===== src/rtl/risc_iv_pkg.sv =====
// Shared risc-iv definitions: opcode encodings, instruction word layout and
// the fetch sequencer state type.
package risc_iv_pkg;

  localparam int unsigned INSTR_W = 16;
  localparam int unsigned OP_W    = 4;
  localparam int unsigned FIELD_W = 4;

  localparam logic [OP_W-1:0] ALU_ADD   = 4'h0;
  localparam logic [OP_W-1:0] ALU_SUB   = 4'h1;
  localparam logic [OP_W-1:0] ALU_MUL   = 4'h2;
  localparam logic [OP_W-1:0] ALU_AND   = 4'h3;
  localparam logic [OP_W-1:0] ALU_OR    = 4'h4;
  localparam logic [OP_W-1:0] ALU_XOR   = 4'h5;
  localparam logic [OP_W-1:0] ALU_LT    = 4'h6;
  localparam logic [OP_W-1:0] OP_LOAD   = 4'h7;
  localparam logic [OP_W-1:0] OP_STORE  = 4'h8;
  localparam logic [OP_W-1:0] OP_HALT   = 4'hF;
  // cu decodes this as all-controls-zero, so it doubles as the bubble value
  localparam logic [OP_W-1:0] OP_NOP    = 4'hF;

  // Field order matches the instruction word: [15:12] [11:8] [7:4] [3:0]
  typedef struct packed {
    logic [OP_W-1:0]    opcode;
    logic [FIELD_W-1:0] rd;
    logic [FIELD_W-1:0] rs1;
    logic [FIELD_W-1:0] rs2_imm;
  } instr_t;

  typedef enum logic [2:0] {
    FS_IDLE    = 3'd0,
    FS_FETCH   = 3'd1,
    FS_ISSUE   = 3'd2,
    FS_CU_WAIT = 3'd3,
    FS_EXEC    = 3'd4,
    FS_HALTED  = 3'd5
  } fetch_state_t;

  function automatic logic op_is_exec(input logic [OP_W-1:0] op);
    return (op <= OP_STORE);
  endfunction

endpackage


===== src/rtl/instr_fetch_seq.sv =====
// risc-iv instruction fetch/sequencer: fetches, decodes and issues one
// instruction at a time to cu, advancing the PC on the datapath's exec_done.
module instr_fetch_seq
  import risc_iv_pkg::*;
#(
  parameter int unsigned PC_W     = 8,
  parameter int unsigned RESET_PC = 0,
  parameter int unsigned CNT_W    = 16
) (
  input  logic               clk,
  input  logic               rst,
  input  logic               start,
  output logic               imem_req,
  output logic [PC_W-1:0]    imem_addr,
  input  logic [INSTR_W-1:0] imem_rdata,
  input  logic               imem_valid,
  output logic [OP_W-1:0]    opcode,
  output logic [FIELD_W-1:0] rd,
  output logic [FIELD_W-1:0] rs1,
  output logic [FIELD_W-1:0] rs2_imm,
  output logic               instr_valid,
  input  logic               exec_done,
  output logic [PC_W-1:0]    pc,
  output logic               busy,
  output logic               halted,
  output logic               illegal,
  output logic [CNT_W-1:0]   retired
);

  localparam logic [PC_W-1:0] PC_RST = PC_W'(RESET_PC);

  fetch_state_t     state_q, state_d;
  logic [PC_W-1:0]  pc_q, pc_d;
  instr_t           instr_q, instr_d;
  instr_t           fetched;
  logic [OP_W-1:0]  opcode_q, opcode_d;
  logic             instr_valid_q, instr_valid_d;
  logic             illegal_q, illegal_d;
  logic [CNT_W-1:0] retired_q, retired_d;
  logic             imem_req_q, imem_req_d;
  logic             busy_q, busy_d;
  logic             halted_q, halted_d;

  assign fetched = instr_t'(imem_rdata);

  // State register; every output is a flop loaded from its next-state value
  always_ff @(posedge clk) begin
    if (rst) begin
      state_q       <= FS_IDLE;
      pc_q          <= PC_RST;
      instr_q       <= '0;
      opcode_q      <= OP_NOP;
      instr_valid_q <= 1'b0;
      illegal_q     <= 1'b0;
      retired_q     <= '0;
      imem_req_q    <= 1'b0;
      busy_q        <= 1'b0;
      halted_q      <= 1'b0;
    end else begin
      state_q       <= state_d;
      pc_q          <= pc_d;
      instr_q       <= instr_d;
      opcode_q      <= opcode_d;
      instr_valid_q <= instr_valid_d;
      illegal_q     <= illegal_d;
      retired_q     <= retired_d;
      imem_req_q    <= imem_req_d;
      busy_q        <= busy_d;
      halted_q      <= halted_d;
    end
  end

  // Next-state and next-output logic
  always_comb begin
    state_d       = state_q;
    pc_d          = pc_q;
    instr_d       = instr_q;
    opcode_d      = opcode_q;
    instr_valid_d = 1'b0;
    illegal_d     = illegal_q;
    retired_d     = retired_q;

    unique case (state_q)
      FS_IDLE: begin
        pc_d      = PC_RST;
        illegal_d = 1'b0;
        retired_d = '0;
        if (start) state_d = FS_FETCH;
      end
      FS_FETCH: begin
        if (imem_valid) begin
          if (op_is_exec(fetched.opcode)) begin
            instr_d       = fetched;
            opcode_d      = fetched.opcode;
            instr_valid_d = 1'b1;
            state_d       = FS_ISSUE;
          end else begin
            // HALT and illegal words stop here without reaching cu
            illegal_d = (fetched.opcode != OP_HALT);
            state_d   = FS_HALTED;
          end
        end
      end
      FS_ISSUE:   state_d = FS_CU_WAIT;
      FS_CU_WAIT: state_d = FS_EXEC;
      FS_EXEC: begin
        if (exec_done) begin
          pc_d      = pc_q + PC_W'(1);
          retired_d = (&retired_q) ? retired_q : retired_q + CNT_W'(1);
          opcode_d  = OP_NOP;
          state_d   = FS_FETCH;
        end
      end
      FS_HALTED: begin
        if (start) begin
          pc_d      = PC_RST;
          illegal_d = 1'b0;
          retired_d = '0;
          state_d   = FS_FETCH;
        end
      end
      default: state_d = FS_IDLE;
    endcase

    imem_req_d = (state_d == FS_FETCH);
    halted_d   = (state_d == FS_HALTED);
    busy_d     = (state_d == FS_FETCH) || (state_d == FS_ISSUE) ||
                 (state_d == FS_CU_WAIT) || (state_d == FS_EXEC);
  end

  assign imem_req    = imem_req_q;
  assign imem_addr   = pc_q;
  assign pc          = pc_q;
  assign opcode      = opcode_q;
  assign rd          = instr_q.rd;
  assign rs1         = instr_q.rs1;
  assign rs2_imm     = instr_q.rs2_imm;
  assign instr_valid = instr_valid_q;
  assign busy        = busy_q;
  assign halted      = halted_q;
  assign illegal     = illegal_q;
  assign retired     = retired_q;

endmodule


===== config.mk =====
export PLATFORM = sky130hd
export DESIGN_NAME = instr_fetch_seq
export DESIGN_NICKNAME = d
export VERILOG_FILES = /design/src/rtl/risc_iv_pkg.sv /design/src/rtl/instr_fetch_seq.sv
export SDC_FILE = /design/constraint.sdc
export NUM_CORES = 1
export LEC_CHECK = 0
export CAP_MARGIN = 0
export CORE_UTILIZATION = 45
export CTS_CLUSTER_SIZE = 40
export DETAILED_ROUTE_END_ITERATION = 12
export PLACE_DENSITY_LB_ADDON = 0.3
export SLEW_MARGIN = 0
export SYNTH_ARGS = -nofsm -noshare
export SYNTH_HDL_FRONTEND = slang
export SYNTH_SLANG_ARGS = --single-unit

===== constraint.sdc =====
create_clock -name clk -period 2.15 [get_ports clk]
set_clock_uncertainty 0.2 [all_clocks]
set_input_delay 0.43 -clock clk [delete_from_list [all_inputs] [get_ports clk]]
set_output_delay 0.43 -clock clk [all_outputs]
set_load 0.005 [all_outputs]

---- Yosys cells after proc, flatten, opt, wreduce, memory -nomap -nowiden ----
Cells that the tools add are included.
word-level totals
  latch bits .............................. 0
  memory bits (read-only) ................. 0
  memories ................................ 0
  bits in writable memories ............... 0
  input port bits ......................... 21
  flip-flop bits (word level) ............. 48
  output and inout bits ................... 53
cells by class
  $mul .................................... 0
  shift operators ......................... 0
  equality and inequality tests ........... 17
  add/subtract/negate cells ............... 2
  muxes and demuxes ....................... 21
  bitwise gates (word level) .............. 2
  magnitude comparators ................... 1
  divide/modulo/power cells ............... 0
  reduce and logical (&&, ||, !) cells .... 15
operators by type and width
  cell                     number
  $mux W16                 3
  $pmux W16 S3             1
  $pmux W8 S3              1
  $add A16 B1 Y16 const B  1
  $mux W8                  2
  $reduce_and A16 Y1       1
  $pmux W3 S5              1
  $eq A3 B2 Y1 const B     4
  $eq A3 B3 Y1 const B     4
  $mux W3                  4
  $mux W4                  3
  $ne A2 B2 Y1 const B     6
  $reduce_and A4 Y1        3
  $add A8 B1 Y8 const B    1
  $pmux W4 S2              1
  $eq A3 B1 Y1 const B     2
  $reduce_and A3 Y1        2
  $reduce_bool A3 Y1       2
  $le A4 B4 Y1 const B     1
  $mux W1                  4
  $ne A4 B4 Y1 const B     1
  $logic_not A3 Y1         1
  $logic_or A1 B1 Y1       3
  $pmux W1 S3              1
  4 further kinds          5

---- Depth between registers and ports, before layout ----
  word-level depth ........................ 8
  depth in mapped cells ................... 7
  gate-level depth less buffers ........... 5

---- Worst setup path before layout ----
Ideal clock, no wire load.
  path type ............................... in2reg
  from .................................... in exec_done
  to ...................................... reg retired_q[12] (netlist: retired[12])
  path slack .............................. 211 ps
  cell stages on the path ................. 6
  path buffers ............................ 1
  arrival time ............................ 1680 ps
  setup time .............................. 59 ps
  cells stage by stage .................... nor2b_1 -> o31ai_4 -> a21o_1 -> buf_6 -> or4_1 -> nand2_1
on the way
  cells in the longest elaborated chain, start to end .. 2
ends and longest elaborated chain
  element                             line                   RTL
  start, declared                     instr_fetch_seq.sv:22  input logic exec_done,
  $ne A2 B2 Y1 (no source line)       --
  $reduce_and A4 Y1 (no source line)  --
  end signal, assigned                instr_fetch_seq.sv:66  retired_q <= retired_d;
  end, declared                       instr_fetch_seq.sv:39  logic [CNT_W-1:0] retired_q, retired_d;
No other way between the ends.
A chain may end at the register's enable or synchronous reset.

---- Worst setup path after layout ----
  from .................................... in exec_done
  to ...................................... reg pc_q[6] (netlist: imem_addr[6])
on the way
  cells in the longest elaborated chain, start to end .. 2
ends and longest elaborated chain
  element                             line                   RTL
  $ne A2 B2 Y1 (no source line)       --
  $reduce_and A3 Y1 (no source line)  --
  end signal, assigned                instr_fetch_seq.sv:61  pc_q <= pc_d;
  end, declared                       instr_fetch_seq.sv:33  logic [PC_W-1:0] pc_q, pc_d;
No other way between the ends.

==> metrics.txt <==
Max Clk Rate 487 MHz; crit path to imem_addr[6]; leading post-synthesis cells by cell area dfxtp_1 44%, nand2_1 7.1%, a21oi_1 6.2%; post-synthesis adder-cell area fraction 1.15%; Detailed Route WL approximately 5100 um; Rows 24; Worst Tran Pin Value about 0.4 ns; Yosys top cell by area dfxtp_1; Synth Area in Simple Gates about a quarter; HPWL after detailed placement 3660 um; reg2reg end retired[7]; Worst setup EP type flop; CP Depth 7; Final Hold Fails 0; WP data arrival ~2.1 ns; YS warnings 0; outcome finished, final reports clean; initial detailed-routing violation count 77; final setup vio count 0; die area between 5000 and 6000 um2; critical path's top delay family buffers and inverters; DRC viols 0; vias in the first global route roughly 2k; Hold WS around 0.26 ns; crit path cell chain clkdlybuf4s50_1 > nor2b_1 > buf_4 > o31a_1 > nor4_1 > xnor2_1 > nor2_1; Critical R2R Launch retired[2]; Die Span Y ~70 um; Final Max Slew Viols 0; Seq/Total Area, Yosys 44.3%; total global routing overflow 0; Yosys cell types 42; Synth Area in Compound Gates between 15 and 20%; nets between 300 and 400; Pre-antenna DRT Iters 4; core area between 4000 and 5000 um2; main combinational cell family by area after synthesis simple AND/OR/NAND/NOR gates; Data required, critical path around 2.2 ns; Syn Nets approximately 280; I/O Buffers 73; antenna violations before repair 0; syn_area_per_cell around 8.4 um2; FF-to-FF setup slack around 0.14 ns; I/O Pins 74; Max FO, Critical Path 5; max_slew headroom roughly three quarters; Final period util roughly 96%; Final Critical Period 2.05 ns; type of the worst min-delay path flop to flop; most common cell after layout, fill and taps aside clkdlybuf4s50_1; maxcap violations 0; worst skew pair latency ~0.31 ns; critical path launch point type input pin; CTS Buf Count 5; Post-Synthesis Cells between 200 and 300; number of register bits inferred by synthesis 48; antenna viol nets, final 0; GR Util All Layers about a fifth; Main synth FF type dfxtp_1; layout cell share with drive strength beyond 1 about an eighth; n_diodes 0; Die Wd slightly above 70 um; CTS max path bufs 2; Slowest-stage cell, CP clkdlybuf4s50_1; clk root buf clkbuf_8; Reg clk slew, reported paths roughly 0.09 ns; share of the synthesized area in the top cell type between 40 and 50%; CP max stage delay 0.48 ns; PD cells about 560 nW/um2; Post-CTS Setup Inserts 0; via count roughly 2.2k; most frequent cells in the layout 73 x clkdlybuf4s50_1, 48 x dfxtp_1, 41 x nand2_1; Leak ~1.1 nW; clk sink count 48; TritonCTS clock tree done; CP bufs+invs 2; area grow syn2layout 46.2%; RSZ-0062 raised after global routing yes; Util after Layout ~70%; type of the worst setup path input pin to flop; number of synthesized flops with an enable pin 0; Reg2Reg Depth 6; post-synthesis mux area share less than 1%; Routed wire per std cell ~13 um; Crit. Startpoint exec_done; fraction of registers with async set/reset 0%; Placer Congestion 0.759; Peak VDD IR about 0.46 mV; first-pass GRT wire length about 8400 um; initial core utilization between 40 and 50%; cell area after synthesis about 2200 um2; via density per instance about 5.4; largest net degree at the start of global routing 30; Hold Buf Count CTS 0; H-Tree Depth 2; Synth Area in XOR/XNOR under 10%
## tightest hold or removal path: stages, from the launching register on
cell and delay [ns]:
dfxtp_1 0.32, nand2_1 0.05, a21oi_1 0.05
## flip-flops by register name, indices dropped and copies added (netlist names), 3 cells and up
signal,flops
imem_addr,8
opcode,4
rd,4
retired,16
rs1,4
rs2_imm,4
state_q,3
## how the worst min path moves through the flow
stage / depth (start not counted) / slack (ns) / endpoint / startpoint
floorplan: 2 / 0.25 / rd[0] / rd[0]
global placement: 2 / 0.24 / rs1[1] / rs1[1]
detailed placement: 2 / 0.25 / rs1[2] / rs1[2]
CTS: 2 / 0.26 / rs1[2] / rs1[2]
global route: 2 / 0.28 / rs2_imm[3] / rs2_imm[3]
finish: 2 / 0.26 / rs1[2] / rs1[2]
## cell type report
class | instances | area (um2)
fillers | 374 | 1330
clock inverters | 3 | 26.3
multi-input cells | 188 | 1090
flip-flops and latches | 48 | 961
clock buffers | 5 | 68.8
repair buffers | 103 | 956
inverters | 2 | 7.51
well taps | 52 | 65.1
## cells in the mapped netlist, types with 2 or more instances
cell type,instances
nand4_1,7
or4_1,4
a21oi_1,27
mux2i_1,2
dfxtp_1,48
xnor2_1,4
o21a_1,2
or3_1,10
ha_1,2
nor4_1,2
and4_1,3
nand3b_1,2
o21bai_1,4
clkbuf_1,8
xor2_1,6
o31ai_1,2
nor2_1,24
inv_1,2
nand2_1,41
o21ai_0,8
o211ai_1,4
nand3_1,6
nor3_1,10
o31a_1,2
buf_6,3
buf_4,9
## power breakdown
part	internal [mW]	switching, mW
registers	0.912	0.0176
logic	0.155	0.132
clock network	0.240	0.328
## routing by layer
layer	global-route usage, %	wire length [um]	vias to the layer above
met1	25.0	2230	1001
li1	-	-	1086
met5	0	0	-
met2	35.3	2470	64
met4	7.84	76	0
met3	6.19	348	8
## stage by stage
step	setup TNS [ns]	cells	cell area (um2)	setup slack (ns)	total power [mW]
2_1_floorplan	0	258	2170	0.211	1.09
3_3_place_gp	-2.17	393	3060	-0.182	1.23
3_5_place_dp	-2.99	393	3060	-0.185	1.23
4_1_cts	0	401	3160	0.132	1.80
5_1_grt	-0.0329	401	3170	-0.0170	1.87
6_report	0	401	3170	0.0955	1.79
## timing repair
item,4_1_cts,5_1_grt
resized for setup,0,3
endpoints found under the setup margin,0,8
hold endpoints to repair,0,0
## logic make-up after synthesis
| kind of cell | count (synthesis) |
|---|---|
| xor+xnor | 10 |
| flops | 48 |
| compound gates | 57 |
| simple gates | 117 |
| mux | 2 |
| buf+inv | 22 |
| fa+ha+maj | 2 |
Note: power is estimated with default switching activity, not from simulation.
